File: config.mk
export PLATFORM = sky130hd
export DESIGN_NAME = uart_rx_frame_flat
export DESIGN_NICKNAME = d
export VERILOG_FILES = /design/src/rtl/uart_pkg.sv /design/src/rtl/uart_rx_frame_if.sv /design/src/rtl/uart_rx_sampler.sv /design/src/rtl/uart_rx_frame.sv /design/src/flat_wrapper.sv
export SDC_FILE = /design/constraint.sdc
export NUM_CORES = 1
export LEC_CHECK = 0
export BUFFER_PORTS_ARGS = -buffer_cell sky130_fd_sc_hd__buf_2
export CAP_MARGIN = 20
export CORE_ASPECT_RATIO = 1.5
export CORE_MARGIN = 4
export CORE_UTILIZATION = 52
export DETAILED_ROUTE_END_ITERATION = 10
export PLACE_DENSITY = 0.86
export SYNTH_ARGS = -nofsm -noshare
export SYNTH_HDL_FRONTEND = slang
export SYNTH_SLANG_ARGS = --single-unit
File: constraint.sdc
create_clock -name clk -period 1.5 [get_ports clk]
set_input_delay 0.075 -clock clk [delete_from_list [all_inputs] [get_ports clk]]
set_output_delay 0.075 -clock clk [all_outputs]
set_load 0.02 [all_outputs]
File: src/rtl/uart_pkg.sv
// uart_pkg: shared types and constants for the UART receive path.
//  rx_state_e  receiver FSM states
//  PAR_EVEN/PAR_ODD  parity type encodings as seen on PAR_TYP
//  DATA_BITS   payload width of one frame
//  exp_parity  parity bit the transmitter should have sent for a byte
package uart_pkg;

  localparam int unsigned DATA_BITS = 8;

  localparam logic PAR_EVEN = 1'b0;
  localparam logic PAR_ODD  = 1'b1;

  typedef enum logic [2:0] {
    StIdle,
    StStart,
    StData,
    StParity,
    StStop,
    StWaitIdle
  } rx_state_e;

  function automatic logic exp_parity(input logic [DATA_BITS-1:0] data, input logic par_typ);
    return (^data) ^ (par_typ == PAR_ODD);
  endfunction

endpackage

File: src/rtl/uart_rx_frame_if.sv
// uart_rx_frame_if: bundles the serial line, frame configuration and the byte/status strobes
// of the UART receiver.
//  master: drives RX_IN, PAR_EN, PAR_TYP; observes the receiver outputs
//  slave : the receiver itself
// With UART_RX_BREAK_DET_EN defined the bundle also carries break_det.
interface uart_rx_frame_if;
  import uart_pkg::*;

  logic                 RX_IN;
  logic                 PAR_EN;
  logic                 PAR_TYP;
  logic [DATA_BITS-1:0] P_DATA;
  logic                 data_valid;
  logic                 par_err;
  logic                 stp_err;
  logic                 busy;
`ifdef UART_RX_BREAK_DET_EN
  logic                 break_det;
`endif

  modport master (
    output RX_IN, PAR_EN, PAR_TYP,
`ifdef UART_RX_BREAK_DET_EN
    input  break_det,
`endif
    input  P_DATA, data_valid, par_err, stp_err, busy
  );

  modport slave (
    input  RX_IN, PAR_EN, PAR_TYP,
`ifdef UART_RX_BREAK_DET_EN
    output break_det,
`endif
    output P_DATA, data_valid, par_err, stp_err, busy
  );

endinterface

File: src/rtl/uart_rx_sampler.sv
// uart_rx_sampler: synchronizes the serial line and produces per-bit timing and a 2-of-3
// majority-voted bit value.
//  clk_i, rst_i     clock, synchronous active-high reset
//  rx_i             raw serial line
//  en_i             bit timing runs while high; edge counter held at 0 otherwise
//  rx_sync_o        synchronized line
//  bit_val_o        majority of samples at mid-1, mid, mid+1 (valid with sample_strobe_o)
//  sample_strobe_o  high in the cycle edge_cnt == mid+1
//  bit_end_o        high in the cycle edge_cnt == OVERSAMPLE-1
module uart_rx_sampler #(
  parameter int unsigned OVERSAMPLE  = 8,
  parameter int unsigned SYNC_STAGES = 2
) (
  input  logic clk_i,
  input  logic rst_i,
  input  logic rx_i,
  input  logic en_i,
  output logic rx_sync_o,
  output logic bit_val_o,
  output logic sample_strobe_o,
  output logic bit_end_o
);

  if (OVERSAMPLE < 4 || OVERSAMPLE > 32 || (OVERSAMPLE % 2) != 0) begin : g_bad_oversample
    $error("uart_rx_sampler: OVERSAMPLE must be even and in 4..32");
  end
  if (SYNC_STAGES < 2) begin : g_bad_sync
    $error("uart_rx_sampler: SYNC_STAGES must be >= 2");
  end

  localparam int unsigned CntW = $clog2(OVERSAMPLE);
  localparam int unsigned Mid  = OVERSAMPLE / 2;

  logic [SYNC_STAGES-1:0] sync_q;
  logic [CntW-1:0]        cnt_q, cnt_d;
  logic [1:0]             samp_q, samp_d;  // [0] at mid-1, [1] at mid
  logic                   rx_sync;

  assign rx_sync = sync_q[SYNC_STAGES-1];

  always_comb begin
    cnt_d  = '0;
    samp_d = samp_q;
    if (en_i) begin
      cnt_d = (cnt_q == CntW'(OVERSAMPLE - 1)) ? '0 : cnt_q + CntW'(1);
      if (cnt_q == CntW'(Mid - 1)) samp_d[0] = rx_sync;
      if (cnt_q == CntW'(Mid))     samp_d[1] = rx_sync;
    end
  end

  always_ff @(posedge clk_i) begin
    if (rst_i) begin
      sync_q <= '1;  // line idles high
      cnt_q  <= '0;
      samp_q <= '0;
    end else begin
      sync_q <= {sync_q[SYNC_STAGES-2:0], rx_i};
      cnt_q  <= cnt_d;
      samp_q <= samp_d;
    end
  end

  // Third sample is the live synchronized line at mid+1.
  assign bit_val_o = (samp_q[0] & samp_q[1]) | (samp_q[0] & rx_sync) | (samp_q[1] & rx_sync);
  assign sample_strobe_o = en_i && (cnt_q == CntW'(Mid + 1));
  assign bit_end_o       = en_i && (cnt_q == CntW'(OVERSAMPLE - 1));
  assign rx_sync_o       = rx_sync;

endmodule

File: src/rtl/uart_rx_frame.sv
// uart_rx_frame: UART receiver. Recovers start / 8 data (LSB first) / optional parity / stop
// frames from an oversampled serial line and reports each good byte as a one-cycle strobe.
//  clk, rst   clock, synchronous active-high reset
//  bus        uart_rx_frame_if.slave:
//               RX_IN, PAR_EN, PAR_TYP in; P_DATA, data_valid, par_err, stp_err, busy out
// Optional: define UART_RX_BREAK_DET_EN to add break_det; an all-zero frame with a missing
// stop bit then pulses break_det instead of stp_err/par_err.
module uart_rx_frame
  import uart_pkg::*;
#(
  parameter int unsigned OVERSAMPLE  = 8,
  parameter int unsigned SYNC_STAGES = 2
) (
  input  logic            clk,
  input  logic            rst,
  uart_rx_frame_if.slave  bus
);

  rx_state_e            state_q, state_d;
  logic [3:0]           bit_cnt_q, bit_cnt_d;
  logic [DATA_BITS-1:0] shift_q, shift_d;
  logic [DATA_BITS-1:0] pdata_q, pdata_d;
  logic                 par_en_q, par_en_d;
  logic                 par_typ_q, par_typ_d;
  logic                 par_bad_q, par_bad_d;
  logic                 valid_q, valid_d;
  logic                 par_err_q, par_err_d;
  logic                 stp_err_q, stp_err_d;
`ifdef UART_RX_BREAK_DET_EN
  logic                 brk_q, brk_d;
`endif

  logic rx_sync, bit_val, sample_strobe, bit_end, timing_en;

  assign timing_en = (state_q == StStart) || (state_q == StData) ||
                     (state_q == StParity) || (state_q == StStop);

  uart_rx_sampler #(
    .OVERSAMPLE  (OVERSAMPLE),
    .SYNC_STAGES (SYNC_STAGES)
  ) u_sampler (
    .clk_i           (clk),
    .rst_i           (rst),
    .rx_i            (bus.RX_IN),
    .en_i            (timing_en),
    .rx_sync_o       (rx_sync),
    .bit_val_o       (bit_val),
    .sample_strobe_o (sample_strobe),
    .bit_end_o       (bit_end)
  );

  always_comb begin
    state_d   = state_q;
    bit_cnt_d = bit_cnt_q;
    shift_d   = shift_q;
    pdata_d   = pdata_q;
    par_en_d  = par_en_q;
    par_typ_d = par_typ_q;
    par_bad_d = par_bad_q;
    valid_d   = 1'b0;
    par_err_d = 1'b0;
    stp_err_d = 1'b0;
`ifdef UART_RX_BREAK_DET_EN
    brk_d     = 1'b0;
`endif
    unique case (state_q)
      StIdle: begin
        if (!rx_sync) begin
          state_d   = StStart;
          bit_cnt_d = '0;
          par_bad_d = 1'b0;
          par_en_d  = bus.PAR_EN;   // configuration frozen for the whole frame
          par_typ_d = bus.PAR_TYP;
        end
      end
      StStart: begin
        if (sample_strobe && bit_val) state_d = StIdle;  // glitch, not a real start bit
        else if (bit_end)             state_d = StData;
      end
      StData: begin
        if (sample_strobe) begin
          shift_d   = {bit_val, shift_q[DATA_BITS-1:1]};
          bit_cnt_d = bit_cnt_q + 4'd1;
        end
        if (bit_end && bit_cnt_q == 4'(DATA_BITS)) begin
          state_d = par_en_q ? StParity : StStop;
        end
      end
      StParity: begin
        if (sample_strobe) par_bad_d = (bit_val != exp_parity(shift_q, par_typ_q));
        if (bit_end)       state_d   = StStop;
      end
      StStop: begin
        // Leave at mid-stop so a back-to-back start edge is never missed.
        if (sample_strobe) begin
          if (bit_val) begin
            state_d = StIdle;
            if (par_bad_q) begin
              par_err_d = 1'b1;
            end else begin
              valid_d = 1'b1;
              pdata_d = shift_q;
            end
          end else begin
            state_d = StWaitIdle;
`ifdef UART_RX_BREAK_DET_EN
            if (shift_q == '0) begin
              brk_d = 1'b1;
            end else begin
              stp_err_d = 1'b1;
              par_err_d = par_bad_q;
            end
`else
            stp_err_d = 1'b1;
            par_err_d = par_bad_q;
`endif
          end
        end
      end
      StWaitIdle: begin
        if (rx_sync) state_d = StIdle;
      end
      default: state_d = StIdle;
    endcase
  end

  always_ff @(posedge clk) begin
    if (rst) begin
      state_q   <= StIdle;
      bit_cnt_q <= '0;
      shift_q   <= '0;
      pdata_q   <= '0;
      par_en_q  <= 1'b0;
      par_typ_q <= 1'b0;
      par_bad_q <= 1'b0;
      valid_q   <= 1'b0;
      par_err_q <= 1'b0;
      stp_err_q <= 1'b0;
`ifdef UART_RX_BREAK_DET_EN
      brk_q     <= 1'b0;
`endif
    end else begin
      state_q   <= state_d;
      bit_cnt_q <= bit_cnt_d;
      shift_q   <= shift_d;
      pdata_q   <= pdata_d;
      par_en_q  <= par_en_d;
      par_typ_q <= par_typ_d;
      par_bad_q <= par_bad_d;
      valid_q   <= valid_d;
      par_err_q <= par_err_d;
      stp_err_q <= stp_err_d;
`ifdef UART_RX_BREAK_DET_EN
      brk_q     <= brk_d;
`endif
    end
  end

  assign bus.P_DATA     = pdata_q;
  assign bus.data_valid = valid_q;
  assign bus.par_err    = par_err_q;
  assign bus.stp_err    = stp_err_q;
  assign bus.busy       = (state_q != StIdle);
`ifdef UART_RX_BREAK_DET_EN
  assign bus.break_det  = brk_q;
`endif

endmodule

File: src/flat_wrapper.sv
// flat-port wrapper written by rule: the top's interface ports become plain ports
module uart_rx_frame_flat import uart_pkg::*;
#(
  parameter int unsigned OVERSAMPLE  = 8,
  parameter int unsigned SYNC_STAGES = 2
)
  (clk, rst, bus_RX_IN, bus_PAR_EN, bus_PAR_TYP, bus_P_DATA, bus_data_valid, bus_par_err, bus_stp_err, bus_busy);
  uart_rx_frame_if bus_i ();
  input  logic clk;
  input  logic rst;
  input wire logic [$bits(bus_i.RX_IN)-1:0] bus_RX_IN;
  input wire logic [$bits(bus_i.PAR_EN)-1:0] bus_PAR_EN;
  input wire logic [$bits(bus_i.PAR_TYP)-1:0] bus_PAR_TYP;
  output wire logic [$bits(bus_i.P_DATA)-1:0] bus_P_DATA;
  output wire logic [$bits(bus_i.data_valid)-1:0] bus_data_valid;
  output wire logic [$bits(bus_i.par_err)-1:0] bus_par_err;
  output wire logic [$bits(bus_i.stp_err)-1:0] bus_stp_err;
  output wire logic [$bits(bus_i.busy)-1:0] bus_busy;
  assign bus_i.RX_IN = bus_RX_IN;
  assign bus_i.PAR_EN = bus_PAR_EN;
  assign bus_i.PAR_TYP = bus_PAR_TYP;
  assign bus_P_DATA = bus_i.P_DATA;
  assign bus_data_valid = bus_i.data_valid;
  assign bus_par_err = bus_i.par_err;
  assign bus_stp_err = bus_i.stp_err;
  assign bus_busy = bus_i.busy;
  uart_rx_frame #(.OVERSAMPLE(OVERSAMPLE), .SYNC_STAGES(SYNC_STAGES)) u_core (.clk(clk), .rst(rst), .bus(bus_i));
endmodule
==> results.md, run 1 <==
Power and ir drop:
- IR analysis of the VDD net gives a maximum drop of about 0.8 mV.
- The cell leakage power is 0.9278 nW.
- The power density of the placed cells is 1200 nW/um2.
- The design draws 0.002570 W.

Placed design:
- The placed cell count is roughly 250.
- The congestion estimate from routability-driven global placement came to 0.8844.
- After legalization and detailed placement, the total HPWL measured 2.824 mm.
- Port buffering added 16 buffers.

Die:
- The cell row count is 25.
- The vertical die dimension is 78.47 um.
- The core footprint is 3159 um2.
- The die width is approximately 55 um.
- Pin placement for this block handled 17 I/O pins.
- For this configuration, the core starts out at a cell density of 54.50%.
- The area of the die is around 4300 um2.

CTS:
- The count of H-tree levels built during CTS is 2.
- The CTS tree is built.
- The clock transition at the register clock pins on the worst setup and hold paths after CTS is approximately 70 ps.
- In this run the clock root is driven by a sky130_fd_sc_hd__clkbuf_8.
- The number of clock buffers added by TritonCTS is 5.
- The clock net sink count is 36.
- The number of buffers on the longest clock path is 2.
- The clock network latency to the later pin of the worst-skew pair is around 290 ps.

Hold path:
- The startpoint identified for the worst hold timing path is bus_PAR_TYP.
- The type of the tightest min-delay check is input port to register.

Final layout:
- The number of inserted filler cells in the final layout is 244.
- Compared with the post-synthesis result, the final layout area differs by 24.42%.
- The count of placed standard cells in the final layout, fillers left out is about 270.
- The layout net count is 236.
- The number of diodes is 0.
- The post-route netlist has 34.22% of its cells at a drive strength greater than 1.

Synth:
- Ranked by instance count, the synthesized netlist is headed by sky130_fd_sc_hd__dfxtp_1, sky130_fd_sc_hd__nand2_1, sky130_fd_sc_hd__nor2_1.
- The count of distinct cell types in the synthesized netlist is 44.
- During synthesis, Yosys emitted a total of 0 warnings.
- The proportion of synthesized chip area in sequential cells is 41.86%.
- The number of synthesized register bits is 36.
- Counting every instance in the synthesized netlist gives 186.
- The net count after synthesis is ~200.
- The average cell area after synthesis is 9.256 um2.
- The fraction of post-synthesis cell area in the top cell type by area is 41.86%.
- The synthesized netlist occupies a cell area of 1722 um2.
- The proportion of register bits with asynchronous set or reset after synthesis is 0%.
- The biggest area contributor in the post-synthesis netlist is sky130_fd_sc_hd__dfxtp_1.
- The most common cell in the synthesized netlist is sky130_fd_sc_hd__dfxtp_1.
- The primary flip-flop cell chosen by synthesis mapping is sky130_fd_sc_hd__dfxtp_1.
- In the post-synthesis netlist, the biggest area contributors are sky130_fd_sc_hd__dfxtp_1, sky130_fd_sc_hd__mux2i_1, sky130_fd_sc_hd__ha_1, sky130_fd_sc_hd__nand2_1, sky130_fd_sc_hd__nor2_1.
- The number of enable flip-flop cells after synthesis is 0.

Global route:
- The number of antenna violations at the first check in global routing is 0.
- The largest net degree at the start of global routing is 20.
- The first global-routing pass estimated roughly 6.5 mm of wire.
- Across every metal layer, demand over resource in global routing totals 20.40%.
- The residual overflow from global routing is 0.
- The via count of the first global-routing pass came to 1467.

Timing:
- The worst-case clock skew is between 7 and 8 ps.
- Dividing the final minimum period by the clock period gives 102.7%.
- The number of hold violations in the final report is 0.
- The number of max-slew violations in the final report is 0.
- The worst relative slew slack is between 70% and 80%.
- Setup violations remaining at the end of the flow were counted as 2.
- The shortest period the worst path allows is 1540 ps.
- Static timing analysis puts the maximum clock frequency at about 650 MHz.
- Setup repair after global routing could not meet its margin everywhere.
- Across all setup checks in the final design, the least slack found is -39.85 ps.
- The tightest hold path in the finished design has a slack of 44.44 ps.
- The transition time at the pin with the least slew margin is 334.9 ps.

Setup path:
- STA classifies the critical path endpoint as a register.
- In this run the worst setup path begins at u_core.u_sampler.cnt_q[1].
- STA puts the critical path data arrival time at 1700 ps.
- The highest fanout seen on the critical path is 3.
- The startpoint identified for the worst register-to-register timing path is u_core.u_sampler.cnt_q[1].
- The required time of the critical path is 1660 ps.
- The worst setup path is launched from a register.
- The critical path is of the register to register type.

Routing:
- The number of remaining DRC errors is 0.
- The final wirelength is 3.956 mm.
- The via count is 1460.
- The average vias per placed instance is 5.509.
- The first-pass iteration count of the detailed router is 4.
- The routed length per instance is 14.93 um.
- The starting DRC count in detailed routing is a little over 70.
- The final antenna-violating net count is 0.

Outcome:
- The flow ran to the end, but the final reports show violations.
- The final reports fail on negative setup slack.

Job:
- Max-cap violations in this run came to 0.
routing by layer:
metal / up-vias / GRT usage [%] / routed length, um
li1: 708 / - / -
met1: 685 / 21.10 / 1418
met2: 49 / 35.31 / 2173
met3: 18 / 4.744 / 171
met4: 0 / 11.68 / 193
met5: - / 0 / 0
final timing paths:
path,endpoint,slack [ps],cells after the start
worst max-delay path,u_core.state_q[2],-40,6
worst min-delay path,u_core.par_typ_q,40,3
worst max register to register,u_core.state_q[2],-40,6
worst min register to register,u_core.u_sampler.sync_q[1],420,1
cell type report:
type / count / area (um2) / share of cell area, %
Clock buffer: 5 / 68.82 / 3.213
Sequential cell: 36 / 726.9 / 33.94
Multi-Input combinational cell: 131 / 969.7 / 45.27
Inverter: 9 / 33.78 / 1.577
Tap cell: 40 / 50.05 / 2.336
Clock inverter: 3 / 18.77 / 0.8762
Timing Repair Buffer: 41 / 274.0 / 12.79
sequential cells by signal, summed over array words and instances (netlist names), 2 cells and up:
register	flops
u_core.bus.P_DATA	8
u_core.shift_q	8
u_core.bit_cnt_q	4
u_core.state_q	3
u_core.u_sampler.cnt_q	3
u_core.u_sampler.samp_q	2
u_core.u_sampler.sync_q	2
stage by stage:
step                      setup slack, ps  utilization (%)  setup TNS (ps)  instance area [um2]
after global placement              6.411            61.66               0                 1948
after CTS                          -54.34            66.50          -74.12                 2101
after detailed placement           -45.12            61.66          -178.8                 1948
after floorplan                     2.721                -               0                 1747
after global routing               -109.7            67.80          -388.8                 2142
final                              -39.85            67.80          -50.42                 2142
where the power goes:
part | internal, W | total (W) | switching (W)
sequential | 0.00102 | 0.00110 | 0.0000886
clock | 0.000323 | 0.000670 | 0.000347
combinational | 0.000371 | 0.000796 | 0.000424
total | 0.00171 | 0.00257 | 0.000860
repair_timing:
item | CTS | global route
pin swaps | 5 | 4
gates cloned | 0 | 1
hold buffers | 1 | 0
setup endpoints to repair | 10 | 17
buffers inserted | 1 | 0
gates resized for setup | 10 | 12
hold endpoints to repair | 1 | 0
worst max-delay path: stages (launching register included):
cell and delay [ps]:
sky130_fd_sc_hd__dfxtp_2 350, sky130_fd_sc_hd__ha_4 170, sky130_fd_sc_hd__ha_4 150, sky130_fd_sc_hd__o21bai_4 160, sky130_fd_sc_hd__a311o_1 340, sky130_fd_sc_hd__a31oi_1 190
sky130_fd_sc_hd__a311oi_2 50
layout by cell type, fill, tap and decap left out, types with 2 or more instances in the layout:
master	count
sky130_fd_sc_hd__or2_2	2
sky130_fd_sc_hd__nand4_1	2
sky130_fd_sc_hd__ha_4	2
sky130_fd_sc_hd__xor2_1	2
sky130_fd_sc_hd__xnor3_1	2
sky130_fd_sc_hd__xnor2_1	5
sky130_fd_sc_hd__buf_2	16
sky130_fd_sc_hd__nor3b_2	3
sky130_fd_sc_hd__dfxtp_1	31
sky130_fd_sc_hd__nor2_4	2
sky130_fd_sc_hd__clkbuf_8	5
sky130_fd_sc_hd__nor2_1	20
sky130_fd_sc_hd__a21oi_1	13
sky130_fd_sc_hd__mux2i_1	11
sky130_fd_sc_hd__nand2_1	20
sky130_fd_sc_hd__dfxtp_2	5
sky130_fd_sc_hd__a31oi_1	2
sky130_fd_sc_hd__ha_1	4
sky130_fd_sc_hd__nand3_1	5
sky130_fd_sc_hd__clkinv_2	2
sky130_fd_sc_hd__nor3_1	5
sky130_fd_sc_hd__buf_4	23
sky130_fd_sc_hd__inv_1	8
cell families after synthesis:
logic type      Yosys count  share of synthesized area, %
simple gates             76                         23.18
xor+xnor                  9                         6.177
buf+inv                  19                         6.322
mux                      12                         6.977
flops                    36                         41.86
fa+ha+maj                 8                         5.741
compound gates           26                         9.739
Note: power is estimated with default switching activity, not from simulation.
==> inputs of run 2 (changes only) <==
Settings changed: CORE_ASPECT_RATIO 1.5 to default.
==> run 2 against run 1 <==
Compared with the run above:
- the flow now finishes without violations
- global-route usage decreased by 2.0 points
- via count grew 1.8%
- count of clock-buffer cells in the layout grew 2
- critical endpoint is now bus_busy
- largest power group unchanged
- highest routed layer unchanged
==> results.md, run 2 (synthesis gave the netlist of run 1 again) <==
Routing:
- The routed length per instance was 14.27 um (-4.4%).
- The final antenna-violating net count came to 0 (unchanged).
- The number of remaining DRC errors is 0 (unchanged).
- The average vias per placed instance came to 5.407 (-1.9%).
- The final wirelength is 3.924 mm (-0.81%).
- The via count came to 1487 (+1.8%).
- The starting DRC count in detailed routing is 64 (-11%).
- The first-pass iteration count of the detailed router is 4 (unchanged).

Timing:
- The achievable clock frequency is 668.4 MHz (+2.9%).
- The number of hold violations in the final report is 0 (unchanged).
- The transition time at the pin with the least slew margin came to 317.6 ps (-17.33 ps).
- The final setup TNS is 0 ps (+50.42 ps).
- The number of max-slew violations in the final report came to 0 (unchanged).
- The total setup violations reported at the end of the flow was 0 (-2).
- The shortest period the worst path allows is 1496 ps (-43.80 ps).
- The period utilization is 99.74% (-2.9 points).
- The worst-case clock skew is 15.03 ps (+7.144 ps).
- Setup repair after global routing could not meet its margin everywhere.
- The worst slack on hold paths is 133.6 ps (+89.17 ps).
- The worst relative slew slack came to 78.60% (+0.93 points).

Die:
- The core footprint is 3103 um2 (-1.8%).
- The vertical die dimension is 65.54 um (-16%).
- The starting utilization of the core area was 55.48% (+0.99 points).
- The area of the die is 4295 um2 (-0.44%).
- The die width is 65.54 um (+19%).
- The cell row count is 20 (-20%).
- The number of top-level design ports is 17 (unchanged).

Final layout:
- The number of diodes is 0 (unchanged).
- From synthesis to final layout, the design area changed by 28.56%.
- Leaving out fill and tap cells, the most frequent cells in the layout are sky130_fd_sc_hd__dfxtp_1, sky130_fd_sc_hd__buf_4, sky130_fd_sc_hd__nor2_1.
- The layout net count was 242 (+2.5%).
- The most common cell after layout, fill and taps aside is sky130_fd_sc_hd__dfxtp_1.
- The share of final-layout standard cells stronger than drive strength 1 is 35.93% (+1.7 points).
- The count of placed standard cells in the final layout, fillers left out is 275 (+3.8%).
- The number of inserted filler cells in the final layout is 225 (-7.8%).
- The final core utilization is 71.33% (+3.5 points).

Global route:
- The via count of the first global-routing pass is 1333 (-9.1%).
- The number of antenna violations at the first check in global routing is 0 (unchanged).
- The overall fraction of global-route tracks in use is 18.41% (-2.0 points).
- The largest net degree at the start of global routing is 34 (+70%).
- The first-pass GRT wire length is 6.127 mm (-5.0%).
- The residual overflow from global routing is 0 (unchanged).

CTS:
- The clock network latency to the later pin of the worst-skew pair is 350 ps (+60 ps).
- The number of buffers on the longest clock path came to 2 (unchanged).
- The number of buffers created by CTS was 5 (unchanged).
- The clock transition at the register clock pins on the worst setup and hold paths after CTS was 120 ps (+50 ps).
- The clock net sink count was 36 (unchanged).
- The tree is rooted in a sky130_fd_sc_hd__clkbuf_4.
- The count of H-tree levels built during CTS is 2 (unchanged).
- The CTS tree is built.

Power and ir drop:
- The power after layout is 0.002563 W (-0.30%).
- The cell leakage power is 0.9544 nW (+2.9%).
- The worst IR drop on VDD is 0.7070 mV (-12%).
- The power density of the placed cells is 1158 nW/um2 (-3.5%).

Setup path:
- The number of stages on the worst setup path is 3 (-3).
- Traced cell by cell, the critical path runs through or3_4, buf_6, buf_6.
- The critical path startpoint category is a register.
- The worst setup path is captured at a primary output.
- The reg-to-reg startpoint is u_core.u_sampler.cnt_q[0].
- In this run the worst setup path begins at u_core.state_q[2].
- The most numerous cell type found on the critical path is sky130_fd_sc_hd__buf_6.
- The required time of the critical path is 1420 ps (-240 ps).
- On the critical path, the stage with the largest delay is an instance of sky130_fd_sc_hd__or3_4.
- The terminus of the critical flop-to-flop path is u_core.state_q[2].
- The worst reg-to-reg path cell count came to 5 (-1).
- Among cell families on the critical path, the largest total delay comes from simple AND/OR/NAND/NOR gates.
- In this run the worst setup path terminates at bus_busy.
- The highest fanout seen on the critical path is 8 (+5).
- The worst-case register-to-register setup slack is 10 ps (+50 ps).
- The combined buffer and inverter count along the critical path is 2 (+2).
- The maximum single-stage delay on the critical path is 420 ps (+70 ps).
- The type of the worst setup path is register to primary output.
- The worst endpoint data arrival time is 1420 ps (-280 ps).

Placed design:
- The weighted congestion reported at the end of routability-driven placement was 0.8668 (-2.0%).
- The sum of net half-perimeters after detailed placement is 2.495 mm (-12%).
- The count of input and output buffers came to 16 (unchanged).
- The placed cell count is 257 (+1.2%).

Hold path:
- The type of the tightest min-delay check is input port to register.
- The startpoint of the tightest hold check path is rst.
- The count of cells along the worst hold path is 4 (+1).

Job:
- The count of maximum capacitance violations is 0 (unchanged).

Outcome:
- The flow ran to the end, and the final reports show no timing, DRC or antenna violations.
run 2: cell types whose count changed in the layout (fill, tap and decap cells not counted), sizes merged:
cell	change
dlygate4sd3	+2
clkinvlp	+1
buf	+4
clkinv	-3
clkbuf	+2
run 2: what timing repair did:
action	CTS	global route
hold endpoints to repair	3	0
gates resized for setup	16	17
setup buffers	3	3
setup endpoints to repair	9	23
pin swaps	6	9
hold buffers	3	0
gates cloned	0	1
run 2: area by class of cell:
cell class	count	area (um2)	area share (%)
clock inverter	1	7.507	0.3392
clock buffer	7	55.05	2.487
tap	44	55.05	2.487
timing repair buffer	47	341.6	15.43
inverter	9	33.78	1.526
sequential	36	734.5	33.18
multi-input combinational	131	985.9	44.55
run 2: report_power, final:
group | total, W | switching [W] | leakage (nW) | internal [W]
registers | 0.00112 | 0.0000950 | 0.294 | 0.00103
clock network | 0.000559 | 0.000329 | 0.0315 | 0.000229
logic | 0.000884 | 0.000420 | 0.629 | 0.000464
run 2: how the worst min path moves through the flow:
stage / end / slack [ps]
global route: u_core.state_q[1] / 150
global placement: u_core.u_sampler.sync_q[0] / 260
detailed placement: u_core.u_sampler.sync_q[0] / 260
floorplan: u_core.u_sampler.sync_q[0] / 180
finish: u_core.state_q[1] / 130
CTS: u_core.state_q[1] / 120
run 2: metrics by stage:
stage | instance area, um2 | setup WS [ps]
3_5_place_dp | 1946 | -28.26
4_1_cts | 2125 | -13.31
3_3_place_gp | 1946 | -9.029
2_1_floorplan | 1747 | 2.721
6_report | 2213 | 3.948
5_1_grt | 2213 | -65.49
run 2: routing by layer:
metal  vias up  global-route usage, %  part of all wire [%]
met3        12                  3.590                   5.1
met4         0                  6.995                   2.6
met5         -                      0                     0
met1       707                  24.87                    44
met2        42                  28.95                    48
li1        726                      -                     -
run 2: tightest hold or removal path, delay by kind of cell:
| kind | cells | cell delay (ps) |
|---|---|---|
| simple gates | 1 | 100 |
| compound gates | 1 | 100 |
| buf+inv | 2 | 180 |
